<file path="src/rtl/riscv_muldiv_pkg.sv">
// Shared definitions for the RISC-V M-extension multiply/divide units:
// operation encodings and the divider sequencing states.
package riscv_muldiv_pkg;

    localparam logic [1:0] OP_DIV  = 2'b00;
    localparam logic [1:0] OP_DIVU = 2'b01;
    localparam logic [1:0] OP_REM  = 2'b10;
    localparam logic [1:0] OP_REMU = 2'b11;

    typedef enum logic [1:0] {
        StIdle = 2'b00,
        StCalc = 2'b01,
        StDone = 2'b10
    } div_state_e;

endpackage

</file>
<file path="src/rtl/div_step.sv">
// One restoring-division step: shift in the next dividend bit and keep the
// trial difference when it does not go negative.
module div_step #(
    parameter int unsigned N = 32
) (
    input  logic [N-1:0] rem_i,
    input  logic         bit_i,
    input  logic [N-1:0] divisor_i,
    output logic [N-1:0] rem_o,
    output logic         q_bit_o
);

    logic [N:0] shifted;
    logic [N:0] diff;

    assign shifted = {rem_i, bit_i};
    // Subtract as an add of the inverted divisor with carry-in 1.
    assign diff    = shifted + {1'b1, ~divisor_i} + {{N{1'b0}}, 1'b1};

    // shifted < 2*divisor, so a non-negative difference never reaches bit N.
    assign q_bit_o = ~diff[N];
    assign rem_o   = q_bit_o ? diff[N-1:0] : shifted[N-1:0];

endmodule

</file>
<file path="src/rtl/seq_divider.sv">
// Multi-cycle restoring divider for DIV/DIVU/REM/REMU, one quotient bit per
// cycle, with divide-by-zero and signed-overflow results produced directly.
module seq_divider
    import riscv_muldiv_pkg::*;
#(
    parameter int unsigned N = 32
) (
    input  logic         clk,
    input  logic         rst_n,
    input  logic         start,
    input  logic [1:0]   op,
    input  logic [N-1:0] dividend,
    input  logic [N-1:0] divisor,
    input  logic         flush,
    output logic         busy,
    output logic         done,
    output logic [N-1:0] result
);

    localparam int unsigned CW = $clog2(N);
    localparam logic [N-1:0] MinVal = {1'b1, {(N-1){1'b0}}};
    localparam logic [N-1:0] One    = {{(N-1){1'b0}}, 1'b1};

    div_state_e   state_q, state_d;
    logic [N-1:0] rem_q, rem_d;
    logic [N-1:0] q_q, q_d;
    logic [N-1:0] dvsr_q, dvsr_d;
    logic [CW-1:0] cnt_q, cnt_d;
    logic         qneg_q, qneg_d;
    logic         rneg_q, rneg_d;
    logic         is_rem_q, is_rem_d;
    logic [N-1:0] result_q, result_d;

    logic         in_signed, in_rem, a_neg, b_neg;
    logic [N-1:0] a_mag, b_mag;
    logic [N-1:0] step_rem;
    logic         step_qbit;
    logic [N-1:0] quot_fin, rem_fin;

    div_step #(
        .N(N)
    ) u_step (
        .rem_i    (rem_q),
        .bit_i    (q_q[N-1]),
        .divisor_i(dvsr_q),
        .rem_o    (step_rem),
        .q_bit_o  (step_qbit)
    );

    always_comb begin
        in_signed = (op == OP_DIV) || (op == OP_REM);
        in_rem    = (op == OP_REM) || (op == OP_REMU);
        a_neg     = in_signed && dividend[N-1];
        b_neg     = in_signed && divisor[N-1];
        a_mag     = a_neg ? (~dividend + One) : dividend;
        b_mag     = b_neg ? (~divisor + One) : divisor;
    end

    // Final values as they will stand once the last step is shifted in.
    always_comb begin
        quot_fin = {q_q[N-2:0], step_qbit};
        rem_fin  = step_rem;
        if (qneg_q) quot_fin = ~quot_fin + One;
        if (rneg_q) rem_fin = ~rem_fin + One;
    end

    always_comb begin
        state_d  = state_q;
        rem_d    = rem_q;
        q_d      = q_q;
        dvsr_d   = dvsr_q;
        cnt_d    = cnt_q;
        qneg_d   = qneg_q;
        rneg_d   = rneg_q;
        is_rem_d = is_rem_q;
        result_d = result_q;

        unique case (state_q)
            StIdle: begin
                if (start && !flush) begin
                    is_rem_d = in_rem;
                    qneg_d   = a_neg ^ b_neg;
                    rneg_d   = a_neg;
                    dvsr_d   = b_mag;
                    q_d      = a_mag;
                    rem_d    = '0;
                    cnt_d    = CW'(N - 1);
                    if (divisor == '0) begin
                        result_d = in_rem ? dividend : '1;
                        state_d  = StDone;
                    end else if (in_signed && dividend == MinVal && divisor == '1) begin
                        result_d = in_rem ? '0 : MinVal;
                        state_d  = StDone;
                    end else begin
                        state_d = StCalc;
                    end
                end
            end
            StCalc: begin
                if (flush) begin
                    state_d = StIdle;
                end else begin
                    rem_d = step_rem;
                    q_d   = {q_q[N-2:0], step_qbit};
                    cnt_d = cnt_q - 1'b1;
                    if (cnt_q == '0) begin
                        result_d = is_rem_q ? rem_fin : quot_fin;
                        state_d  = StDone;
                    end
                end
            end
            StDone: begin
                state_d = StIdle;
            end
            default: begin
                state_d = StIdle;
            end
        endcase
    end

    always_ff @(posedge clk or negedge rst_n) begin
        if (!rst_n) begin
            state_q  <= StIdle;
            rem_q    <= '0;
            q_q      <= '0;
            dvsr_q   <= '0;
            cnt_q    <= '0;
            qneg_q   <= 1'b0;
            rneg_q   <= 1'b0;
            is_rem_q <= 1'b0;
            result_q <= '0;
        end else begin
            state_q  <= state_d;
            rem_q    <= rem_d;
            q_q      <= q_d;
            dvsr_q   <= dvsr_d;
            cnt_q    <= cnt_d;
            qneg_q   <= qneg_d;
            rneg_q   <= rneg_d;
            is_rem_q <= is_rem_d;
            result_q <= result_d;
        end
    end

    assign busy   = (state_q == StCalc);
    assign done   = (state_q == StDone);
    assign result = result_q;

endmodule
</file>
<file path="config.mk">
export PLATFORM = sky130hd
export DESIGN_NAME = seq_divider
export DESIGN_NICKNAME = d
export VERILOG_FILES = /design/src/rtl/riscv_muldiv_pkg.sv /design/src/rtl/div_step.sv /design/src/rtl/seq_divider.sv
export SDC_FILE = /design/constraint.sdc
export NUM_CORES = 1
export LEC_CHECK = 0
export ABC_CLOCK_PERIOD_IN_PS = 4750
export CAP_MARGIN = 30
export CELL_PAD_IN_SITES_DETAIL_PLACEMENT = 1
export CELL_PAD_IN_SITES_GLOBAL_PLACEMENT = 2
export CORE_ASPECT_RATIO = 0.8
export CORE_UTILIZATION = 32
export CTS_CLUSTER_DIAMETER = 50
export DETAILED_ROUTE_END_ITERATION = 10
export GPL_TIMING_DRIVEN = 0
export PLACE_DENSITY = 0.81
export REMOVE_ABC_BUFFERS = 1
export SETUP_SLACK_MARGIN = 0.1
export SLEW_MARGIN = 10
export SYNTH_ARGS = -nofsm -noshare
export SYNTH_HDL_FRONTEND = slang
export SYNTH_SLANG_ARGS = --single-unit
</file>
<file path="constraint.sdc">
create_clock -name clk -period 4.75 [get_ports clk]
set_input_delay 0.7125 -clock clk [delete_from_list [all_inputs] [get_ports clk]]
set_output_delay 0.7125 -clock clk [all_outputs]
set_load 0.01 [all_outputs]
</file>
=== Word-level counts from Yosys, hierarchy flattened ===
Cells that the tools add are included.

* Register bits after elaboration: 138
* Output and inout bits: 34
* Logic and storage cells: 80

* Add/subtract/negate cells: 7
* Eq/ne operators: 11
* Multiplexer cells: 29
* Bitwise gates (word level): 7
* Reductions and logical operators: 17

{| class="wikitable"
|+ Operator list
! operator !! number
|-
| $mux W32 || 17
|-
| $pmux W32 S2 || 3
|-
| $not A32 Y32 || 5
|-
| $add A32 B1 Y32 const B || 4
|-
| $eq A32 B32 Y1 const B || 2
|-
| $add A33 B1 Y33 const B || 1
|-
| $add A33 B33 Y33 || 1
|-
| $logic_not A32 Y1 || 1
|-
| $mux W2 || 5
|-
| $mux W5 || 2
|-
| $pmux W5 S2 || 1
|-
| $eq A2 B2 Y1 const B || 3
|-
| $logic_and A1 B1 Y1 || 5
|-
| $logic_not A5 Y1 || 1
|-
| $reduce_and A5 Y1 || 1
|-
| $sub A5 B1 Y5 const B || 1
|-
| $logic_not A2 Y1 || 2
|-
| $ne A2 B2 Y1 const B || 2
|-
| $pmux W2 S2 || 1
|-
| $reduce_and A2 Y1 || 2
|-
| $ne A3 B2 Y1 const B || 1
|-
| $ne A3 B3 Y1 const B || 1
|-
| $reduce_and A3 Y1 || 1
|-
| $eq A2 B1 Y1 const B || 1
|-
| other kinds (6) || 7
|}

=== Longest topological paths before layout ===
Gate-level depths: netlist of run 1.

* Word-level depth: 11
* Depth in mapped cells: 24

=== By module ===
A second synthesis of run 1 with hierarchy kept.

* Cell total of the unflattened synthesis: 1427
* Area, all modules: 11403.4 sq um

{| class="wikitable"
|+ Modules (own cells, without submodules)
! module !! times used !! cells an instance !! area an instance (sq um) !! seq. area each (sq um)
|-
| seq_divider || 1 || 1116 || 9147.5 || 3453.3
|-
| div_step || 1 || 311 || 2255.9 || 0.0
|}

=== Least setup slack after synthesis of run 1 ===
OpenSTA, ideal clock, no wires.

* Path kind: reg-to-reg
* Start point: reg q_q[31]
* End point: reg result_q[24], in the netlist result[24]
* Library setup time: 69 ps
* Data arrival time: 5116 ps
* Required time: 4681 ps
* Setup slack: -436 ps
* Stages on the path, launching flop included: 25
* Buffers on the path: 3
* Clock period less this slack: 5186 ps
* Cells stage by stage: dfrtp_1 inv_1 ha_1 fa_1 nand2b_1 a21bo_2 a21o_1 o221ai_2 a41oi_2 xnor2_1 inv_1 buf_2 buf_1 clkbuf_1 nor2_1 a21oi_1 ha_1 nand2_1 nor4_1 mux2_2 or2_2 nand4_1 o31a_1 or3_1 nand3_1

* Longest elaborated chain between the ends: 10

{| class="wikitable"
|+ Ends and longest elaborated chain
! element !! line !! text
|-
| start: declaration || seq_divider.sv:26 || <nowiki>logic [N-1:0] q_q, q_d;</nowiki>
|-
| start signal: assignment || seq_divider.sv:135 || <nowiki>q_q <= q_d;</nowiki>
|-
| $add A33 B33 Y33 || div_step.sv:18 || <nowiki>assign diff = shifted + {1'b1, ~divisor_i} + {{N{1'b0}}, 1'b1};</nowiki>
|-
| $add A33 B1 Y33 || div_step.sv:18 ||
|-
| $mux W32 or $not A1 Y1 (tied branches) || div_step.sv:22, div_step.sv:21 ||
|-
| $not A32 Y32, on equally long branches || seq_divider.sv:64, seq_divider.sv:63 ||
|-
| $add A32 B1 Y32, on equally long branches || seq_divider.sv:64, seq_divider.sv:63 ||
|-
| $mux W32, on equally long branches || seq_divider.sv:64, seq_divider.sv:63 ||
|-
| $mux W32 (*) || seq_divider.sv:107 || <nowiki>result_d = is_rem_q ? rem_fin : quot_fin;</nowiki>
|-
| $mux W32 (*) || seq_divider.sv:106 || <nowiki>if (cnt_q == '0) begin</nowiki>
|-
| $mux W32 (*) || seq_divider.sv:100 || <nowiki>if (flush) begin</nowiki>
|-
| $pmux W32 S2 (*) || seq_divider.sv:78 || <nowiki>unique case (state_q)</nowiki>
|-
| end signal: assignment || seq_divider.sv:141 || <nowiki>result_q <= result_d;</nowiki>
|-
| end: declaration || seq_divider.sv:32 || <nowiki>logic [N-1:0] result_q, result_d;</nowiki>
|}

Every way passes the cells marked *; elsewhere a longest branch is shown, timed or not. The select of a mux whose other input is x is not followed.
A chain may end at the register's enable or synchronous reset.

=== Worst setup path in the final report of run 1 ===
Ends and elaborated chain as after synthesis.

==> results.ini, run 1 <==
[run_status]
status = finished clean

[sta]
final-max-slew-violation-count = 0
worst_pin_slew_ps = 949
layout_setup_ws_ps = 126
setup_viol = 0
hold_viol = 0
rsz0062_at_grt = true
holdWs_ps = 148
fin_skew_ps = 13.3
relSlewSlack_pct = 36.2
fin_crit_sh_pct = 97.4
fmax_ghz = 0.216
min_period_ps = 4620
tns_ps = 0

[logic_synthesis]
synth.distinct_cells = 72
async_reset_ff_share_pct = 100
synth.area.top_cells = dfrtp_1 29%, o21ai_0 8.2%, nand2_1 5.7%
ys_warn_count = 0
synth_area_leader_cell = dfrtp_1
ys_seq_elements = 138
synth_area_mm2 = 0.0118
synthCells = 1537
synth_edf_count = 0
ys.flop_type = dfrtp_1
synth.avg_cell_area_um2 = 7.66
synth_top_area_share_pct = 29.3
ys_seq_area_share_pct = 29.3

[detailed_routing]
wl_per_cell_um = 21.6
antenna_left = 0
drt_iter0_markers = 772
vias = 12200
drcViolationCount = 0
firstDrtPassIters = 5
drt_wl_total_mm = 45.6
viasPerCell = 5.78

[placement]
gp_congestion = 0.886
io_buffers = 103
dp_slack_ps = -2160
post-place-cells = 2051
dp_hpwl_mm = 33.7

[clock_network]
cts_tree = done
numCtsBuffers = 17
clockBufferDepth = 2
clk-insertion-delay-late_ps = 460
cts_max_level = 4
numClockSinks = 138
path_clk_slew_ps = 70
hold_buffers = 0
clockRootBuffer = clkbuf_16

[floorplanning]
rows = 62
core_mm2 = 0.0361
initial_core_util_pct = 32.7
die_y_um = 174
dieArea_mm2 = 0.0376
io_pins = 104
die-width_um = 216

[critical_path]
end_kind = flip-flop
crit_chain = inv_2 -> ha_4 -> fa_2 -> nand2b_4 -> a21bo_4 -> a21o_4 -> o221ai_4 -> a41oi_4 -> buf_12 -> xnor2_4 -> buf_12 -> inv_16 -> nor2_2 -> a21oi_4 -> ha_4 -> nand2_2 -> nor4_4 -> mux2_4 -> or2_4 -> nand4_1 -> buf_6 -> o31a_1 -> or3_1 -> nand3_1
r2r-start = q_q[31]
regToRegEndpoint = result[24]
arrival_ps = 5020
cp_top_family = compound AO/OA/AOI/OAI gates
startpoint_type = flip-flop
crit_fanout = 7
path_class = flip-flop to flip-flop
cpPeakStageDelay_ps = 450
worstRegToRegCells = 24
cp.required_ps = 5150
slowest_stage = dfrtp_2
r2r_setup_slack_ps = 130
critical_path_buf_inv_count = 5

[layout]
fin_util_pct = 41.0
drive_gt1_share_pct = 10.4
num-fill-cells = 4299
final_cells = 2114
syn_to_final_growth_pct = 25.4
nets = 1732
antennaDiodeCount = 0

[grt]
track_usage_pct = 24.4
grt_max_degree = 93
grt_overflow_total = 0
grt_pass1_wl_mm = 71.5
antenna_found_initial = 0
grt_pass1_vias = 12500

[pwr]
peakVddDrop_mv = 0.413
powerDensity_mw_per_mm2 = 764
leakagePower_nw = 5.85

[run]
max-cap-violations = 0

[worst_hold_path]
hp-class = input pin to asynchronous set/reset pin

-- Yosys cell counts, drive strengths merged (14+ instances only) --
master    n
nor2    127
xor2     59
nand3    18
inv      66
buf      14
a21o     14
nand2   180
o41ai    18
nand4    21
ha       39
o211ai   18
a21oi   128
or4      14
a31oi    19
nand2b   22
or3      25
xnor2    71
a211oi   14
o31ai    22
o21ai   194
clkbuf   74
dfrtp   138
mux2i    28
nor3     32
nor4     19
-- report_power, final --
group	internal [mW]	switching [mW]	total, mW
combinational	3.19	4.58	7.77
clock	0.890	0.567	1.46
sequential	1.57	0.497	2.06
total	5.65	5.65	11.3
-- sequential cells by signal, summed over array words and instances, names as in the netlist --
register,cells
dvsr_q,32
q_q,32
qneg_q,1
is_rem_q,1
rem_q,32
result,32
rneg_q,1
state_q,2
cnt_q,5
-- stage by stage --
stage / area [um2] / power, mW
2_1_floorplan: 11400 / 6.47
3_3_place_gp: 13100 / 8.35
3_5_place_dp: 13400 / 8.71
4_1_cts: 14500 / 10.9
5_1_grt: 14800 / 12.1
6_report: 14800 / 11.3
-- timing repair --
action                                  in CTS  in global routing
buffers inserted                            18                  9
pin swaps                                   17                 16
cloned                                       2                  0
resized for setup                           57                 32
endpoints found under the setup margin      38                 22
-- worst register-to-register path, cell delays in order (launching register included) --
cell and delay (ps):
dfrtp_2 450, inv_2 70, ha_4 160, fa_2 340, nand2b_4 160, a21bo_4 230, a21o_4 230, o221ai_4 250
a41oi_4 180, buf_12 180, xnor2_4 140, buf_12 160, inv_16 80, nor2_2 60, a21oi_4 140, ha_4 200
nand2_2 70, nor4_4 210, mux2_4 190, or2_4 120, nand4_1 100, buf_6 160, o31a_1 310, or3_1 310
nand3_1 80
-- worst max-delay path by stage --
stage,cells past startpoint,from,to
finish,24,q_q[31],result[24]
global route,21,rem_q[8],result[24]
CTS,24,q_q[31],result[24]
detailed placement,15,divisor[6],result[26]
global placement,20,q_q[31],result[18]
floorplan,20,q_q[31],result[24]
-- final cells by class --
cell class | count | area (um2) | share of cell area (%)
sequential | 138 | 3460 | 23.4
multi-input combinational | 1244 | 8140 | 55.1
timing repair inverter | 1 | 8.76 | 0.0593
clock buffer | 24 | 502 | 3.40
timing repair buffer | 153 | 1680 | 11.3
clock inverter | 7 | 113 | 0.762
tap | 480 | 601 | 4.07
inverter | 67 | 280 | 1.90
-- cells by family (layout without fill, tap and decap cells) --
group                      count (synthesis)  after routing  share of synthesized area [%]
buffers and inverters                    155            252                           5.00
AOI/OAI and AO/OA                        515            515                           26.9
and+or+nand+nor                          520            520                           21.4
xor gates and xnor gates                 130            130                           9.67
DFF                                      138            138                           29.3
adders and majority gates                 40             40                           4.31
muxes                                     39             39                           3.43
-- layout by cell type (no fill, tap or decap), types with 15 or more instances in the layout --
cell type	instances
a21oi_1	125
a31oi_1	18
buf_4	28
clkbuf_16	18
clkdlybuf4s50_1	102
dfrtp_1	136
ha_1	31
inv_1	62
mux2i_1	26
nand2_1	177
nand2b_1	20
nand3_1	17
nand4_1	21
nor2_1	121
nor3_1	31
o211ai_1	18
o21ai_0	188
o31ai_1	21
o41ai_1	15
or3_1	22
xnor2_1	70
xor2_1	59
-- layer usage --
layer	GRT usage, %	wire, um
met5	0	0
met2	37.7	20500
met4	5.81	671
met1	35.4	22500
met3	3.98	1930
(Power assumes the default switching activity.)
==> inputs of run 2 (changes only) <==
--- a/config.mk
+++ b/config.mk
@@ -17,7 +17,6 @@
 export PLACE_DENSITY = 0.81
 export REMOVE_ABC_BUFFERS = 1
 export SETUP_SLACK_MARGIN = 0.1
-export SLEW_MARGIN = 10
 export SYNTH_ARGS = -nofsm -noshare
 export SYNTH_HDL_FRONTEND = slang
 export SYNTH_SLANG_ARGS = --single-unit
==> results.ini, run 2 (synthesized netlist as in run 1, its figures left out) <==
[run_status]
status = finished clean

[critical_path]
cp_common_cell = ha_4
arrival_ps = 5010  ; about the same
crit_chain = inv_2 -> ha_4 -> fa_2 -> nand2b_4 -> a21bo_4 -> a21o_4 -> o221ai_4 -> a41oi_4 -> xnor2_4 -> buf_12 -> inv_16 -> nor2_4 -> a21oi_4 -> ha_4 -> nand2_4 -> nor4_4 -> mux2_4 -> or2_4 -> nand4_1 -> buf_6 -> o31a_1 -> or3_1 -> nand3_1
crit_fanout = 7  ; unchanged
cpPeakStageDelay_ps = 440  ; about the same
path_class = flip-flop to flip-flop
end_kind = flip-flop
slowest_stage = dfrtp_2
startpoint_type = flip-flop
cp.required_ps = 5140  ; about the same

[clock_network]
numClockSinks = 138  ; unchanged
cts_max_level = 4  ; unchanged
clockBufferDepth = 2  ; unchanged
numCtsBuffers = 17  ; unchanged
clockRootBuffer = clkbuf_16
hold_buffers = 0  ; unchanged
path_clk_slew_ps = 60  ; about the same
clk-insertion-delay-late_ps = 460  ; about the same
cts_tree = done

[sta]
fin_crit_sh_pct = 97.3  ; about the same
layout_setup_ws_ps = 129  ; +3.76 ps
fin_skew_ps = 13.4  ; +0.0986 ps
setup_viol = 0  ; unchanged
holdWs_ps = 185  ; +36.7 ps
relSlewSlack_pct = 25.9  ; -10 points
final-max-slew-violation-count = 0  ; unchanged
rsz0062_at_grt = true
worst_pin_slew_ps = 1110  ; +163 ps
min_period_ps = 4620  ; -3.76 ps
tns_ps = 0  ; unchanged
hold_viol = 0  ; unchanged
fmax_ghz = 0.216  ; about the same

[grt]
grt_pass1_wl_mm = 70.6  ; -1.3%
track_usage_pct = 24.1  ; -0.31 points
grt_pass1_vias = 12400  ; -1.1%
grt_max_degree = 91  ; -2.2%
grt_overflow_total = 0  ; unchanged
antenna_found_initial = 0  ; unchanged

[detailed_routing]
drcViolationCount = 0  ; unchanged
firstDrtPassIters = 5  ; unchanged
viasPerCell = 5.74  ; -0.72%
wl_per_cell_um = 21.4  ; -0.97%
drt_wl_total_mm = 45.1  ; -1.0%
antenna_left = 0  ; unchanged
drt_iter0_markers = 811  ; +5.1%
vias = 12100  ; -0.77%

[floorplanning]
dieArea_mm2 = 0.0376  ; unchanged
io_pins = 104  ; unchanged
core_mm2 = 0.0361  ; unchanged
rows = 62  ; unchanged
die-width_um = 216  ; unchanged
die_y_um = 174  ; unchanged
initial_core_util_pct = 32.7  ; unchanged

[placement]
io_buffers = 103  ; unchanged
postPlaceCellArea_mm2 = 0.0134  ; -0.40%
gp_congestion = 0.886  ; unchanged
dp_hpwl_mm = 33.7  ; +0.11%
dp_slack_ps = -2000  ; +161 ps

[pwr]
leakagePower_nw = 5.78  ; -1.2%
peakVddDrop_mv = 0.389  ; -5.9%
powerDensity_mw_per_mm2 = 749  ; -2.1%

[layout]
final_cell_mix = 190 x o21ai_0, 178 x nand2_1, 137 x dfrtp_1
num-fill-cells = 4328  ; +0.67%
fin_util_pct = 40.5  ; -0.41 points
nets = 1734  ; +0.12%
drive_gt1_share_pct = 10.2  ; -0.18 points
antennaDiodeCount = 0  ; unchanged
syn_to_final_growth_pct = 24.2
fin_area_mm2 = 0.0146  ; -1.0%
final_common_cell = o21ai_0

[worst_hold_path]
hp-class = input pin to asynchronous set/reset pin

[run]
max-cap-violations = 0  ; unchanged

[run 2: cell types whose count changed in the layout (fill, tap and decap cells not counted), sizes merged]
cell and change:
bufbuf -1, buf +2, clkdlybuf4s18 +1, bufinv -3
dlymetal6s2s +1, clkbuf -1, clkinvlp +1, clkdlybuf4s50 -1
[run 2: final cells by class]
class | instances | area (um2) | area share (%)
flip-flops and latches | 138 | 3450 | 23.6
multi-input cells | 1244 | 8170 | 55.8
clock buffers | 24 | 482 | 3.29
repair inverters | 2 | 17.5 | 0.120
well taps | 480 | 601 | 4.11
clock inverters | 4 | 20.0 | 0.137
repair buffers | 154 | 1610 | 11.0
inverters | 67 | 275 | 1.88
[run 2: layer usage]
metal	global-route usage (%)	wire (um)	vias up
li1	-	-	5744
met4	7.28	904	0
met1	34.8	22200	6070
met3	3.74	2040	50
met5	0	0	-
met2	36.9	20100	263
[run 2: path summary, 6_finish.rpt]
path | end | slack [ps] | startpoint | cells past startpoint
hold reg to reg | dvsr_q[15] | 480 | dvsr_q[15] | 2
max in group asynchronous | q_q[7] | 3700 | rst_n | 2
setup / recovery | result[24] | 130 | q_q[31] | 23
hold / removal | dvsr_q[27] | 190 | rst_n | 1
min in group clk | dvsr_q[15] | 480 | dvsr_q[15] | 2
setup reg to reg | result[24] | 130 | q_q[31] | 23
[run 2: worst max-delay path, delay by kind of cell, from the launching register on]
kind / cells / cell delay, ps
compound gates: 6 / 1420
simple gates: 8 / 1090
fa+ha+maj: 3 / 710
buf+inv: 4 / 470
flops: 1 / 440
xor+xnor: 1 / 210
mux: 1 / 200
[run 2: metrics by stage]
step                      total power, mW  std cells
after CTS                            10.5       2100
after global placement               8.35       2032
after global routing                 11.7       2113
after detailed placement             8.63       2050
final                                11.0       2113
after floorplan                      6.47       1449
[run 2: what timing repair did]
item | in CTS | in global routing
buffers inserted | 20 | 11
pin swaps | 12 | 19
resized for setup | 45 | 46
endpoints found under the setup margin | 41 | 21
gates cloned | 2 | 0
[run 2: power by group]
part / switching (mW) / internal [mW] / leakage (nW)
registers: 0.511 / 1.57 / 1.75
clock network: 0.545 / 0.692 / 0.251
logic: 4.55 / 3.09 / 3.78
==> inputs of run 3 (changes only) <==
--- a/config.mk
+++ b/config.mk
@@ -13,7 +13,7 @@
 export CORE_UTILIZATION = 32
 export CTS_CLUSTER_DIAMETER = 50
 export DETAILED_ROUTE_END_ITERATION = 10
-export GPL_TIMING_DRIVEN = 0
+export GPL_TIMING_DRIVEN = 1
 export PLACE_DENSITY = 0.81
 export REMOVE_ABC_BUFFERS = 1
 export SETUP_SLACK_MARGIN = 0.1
==> results.ini, run 3 (synthesized netlist as in run 1, its figures left out) <==
[run_status]
status = finished clean

[clock_network]
numClockSinks = 138  ; unchanged
clk-insertion-delay-late_ps = 450  ; about the same
cts_tree = done
clockRootBuffer = clkbuf_16
numCtsBuffers = 17  ; unchanged
cts_max_level = 4  ; unchanged
clockBufferDepth = 2  ; unchanged
path_clk_slew_ps = 70  ; about the same

[critical_path]
cp_top_family = compound AO/OA/AOI/OAI gates
critical_path_buf_inv_count = 4  ; unchanged
cp.required_ps = 5090  ; -50 ps
end_kind = flip-flop
r2r_setup_slack_ps = 190  ; +60 ps
slowest_stage = dfrtp_1
cp_common_cell = buf_4
crit_chain = ha_4 -> fa_2 -> nand2b_4 -> a21bo_4 -> a21o_1 -> o221ai_2 -> a41oi_4 -> xnor2_2 -> inv_2 -> buf_4 -> buf_6 -> buf_4 -> mux2i_1 -> nand3_1 -> o21ai_0 -> xnor2_1 -> a221oi_1
startpoint_type = flip-flop
cpPeakStageDelay_ps = 410  ; -30 ps
path_class = flip-flop to flip-flop
crit_fanout = 21  ; +14
arrival_ps = 4910  ; -100 ps

[layout]
fin_util_pct = 40.2  ; -0.32 points
final_common_cell = o21ai_0
syn_to_final_growth_pct = 23.2
antennaDiodeCount = 0  ; unchanged
fin_area_mm2 = 0.0145  ; -0.79%
num-fill-cells = 4353  ; +0.58%
final_cells = 2140  ; +1.3%
nets = 1757  ; +1.3%
drive_gt1_share_pct = 10.3  ; +0.075 points
final_cell_mix = 189 x o21ai_0, 179 x nand2_1, 138 x dfrtp_1

[floorplanning]
io_pins = 104  ; unchanged
rows = 62  ; unchanged
core_mm2 = 0.0361  ; unchanged
die_y_um = 174  ; unchanged
initial_core_util_pct = 32.7  ; unchanged
die-width_um = 216  ; unchanged
dieArea_mm2 = 0.0376  ; unchanged

[sta]
layout_setup_ws_ps = 189  ; +59.1 ps
setup_viol = 0  ; unchanged
rsz0062_at_grt = false
fin_skew_ps = 9.28  ; -4.16 ps
fmax_ghz = 0.219  ; +1.3%
final-max-slew-violation-count = 0  ; unchanged
worst_pin_slew_ps = 996  ; -116 ps
hold_viol = 0  ; unchanged
fin_crit_sh_pct = 96.0  ; -1.2 points
min_period_ps = 4560  ; -59.1 ps
holdWs_ps = 260  ; +75.3 ps
relSlewSlack_pct = 33.6  ; +7.7 points
tns_ps = 0  ; unchanged

[grt]
grt_overflow_total = 0  ; unchanged
grt_max_degree = 89  ; -2.2%
grt_pass1_vias = 12400  ; +0.27%
grt_pass1_wl_mm = 71.7  ; +1.6%
antenna_found_initial = 0  ; unchanged
track_usage_pct = 24.5  ; +0.41 points

[detailed_routing]
wl_per_cell_um = 21.5  ; +0.51%
viasPerCell = 5.70  ; -0.61%
vias = 12200  ; +0.66%
antenna_left = 0  ; unchanged
drt_iter0_markers = 795  ; -2.0%
drt_wl_total_mm = 46.0  ; +1.8%
drcViolationCount = 0  ; unchanged
firstDrtPassIters = 5  ; unchanged

[placement]
gp_congestion = 0.874  ; -1.4%
post-place-cells = 2098  ; +2.3%
dp_hpwl_mm = 35.1  ; +4.1%
io_buffers = 103  ; unchanged
dp_slack_ps = 97.4  ; +2100 ps
postPlaceCellArea_mm2 = 0.0136  ; +1.4%

[pwr]
peakVddDrop_mv = 0.422  ; +8.5%
powerDensity_mw_per_mm2 = 762  ; +1.8%
leakagePower_nw = 5.84  ; +1.1%
power_mw = 11.1  ; +1.0%

[worst_hold_path]
hp-class = input pin to asynchronous set/reset pin

[run]
max-cap-violations = 0  ; unchanged

-- run 3: changes by cell type in the layout (fill, tap and decap cells not counted), moves of 3 or more --
cell and change:
nor2_2 +3, clkbuf_1 -3, buf_16 -5, buf_4 +41, nor4_1 +5, nor4_4 -4, ha_4 -4, buf_8 -3
buf_12 -3, nor2_4 -4, bufinv_16 +5
-- run 3: final timing paths --
check / endpoint / cells past startpoint / startpoint
setup / recovery: result[25] / 17 / dvsr_q[0]
setup reg to reg: result[25] / 17 / dvsr_q[0]
min in group clk: dvsr_q[6] / 2 / dvsr_q[6]
max in group asynchronous: q_q[2] / 2 / rst_n
hold reg to reg: dvsr_q[6] / 2 / dvsr_q[6]
hold / removal: dvsr_q[29] / 1 / rst_n
-- run 3: repair_timing --
item	in CTS	in global routing
hold buffers	0	0
resized for setup	0	40
hold endpoints to repair	0	0
setup buffers	2	7
pin swaps	1	12
setup endpoints to repair	1	18
-- run 3: metal layers --
metal  vias to the layer above  share of wire [%]  GRT usage [%]
met5                         -                  0              0
met4                         0                1.1           4.49
met3                        30                4.4           3.82
met2                       258                 45           38.0
met1                      6136                 49           36.0
li1                       5783                  -              -
-- run 3: layout make-up --
| cell class | instances | area (um2) | share of cell area, % |
|---|---|---|---|
| clock buffers | 21 | 470 | 3.24 |
| clock inverters | 11 | 190 | 1.31 |
| inverters | 67 | 251 | 1.73 |
| multi-input cells | 1244 | 7910 | 54.5 |
| flip-flops and latches | 138 | 3450 | 23.8 |
| well taps | 480 | 601 | 4.14 |
| repair buffers | 179 | 1630 | 11.2 |
-- run 3: power by group --
group          switching [mW]  total, mW  internal, mW
combinational            4.45       7.44          2.99
sequential              0.503       2.07          1.57
clock                   0.578       1.55         0.974
total                    5.53       11.1          5.53
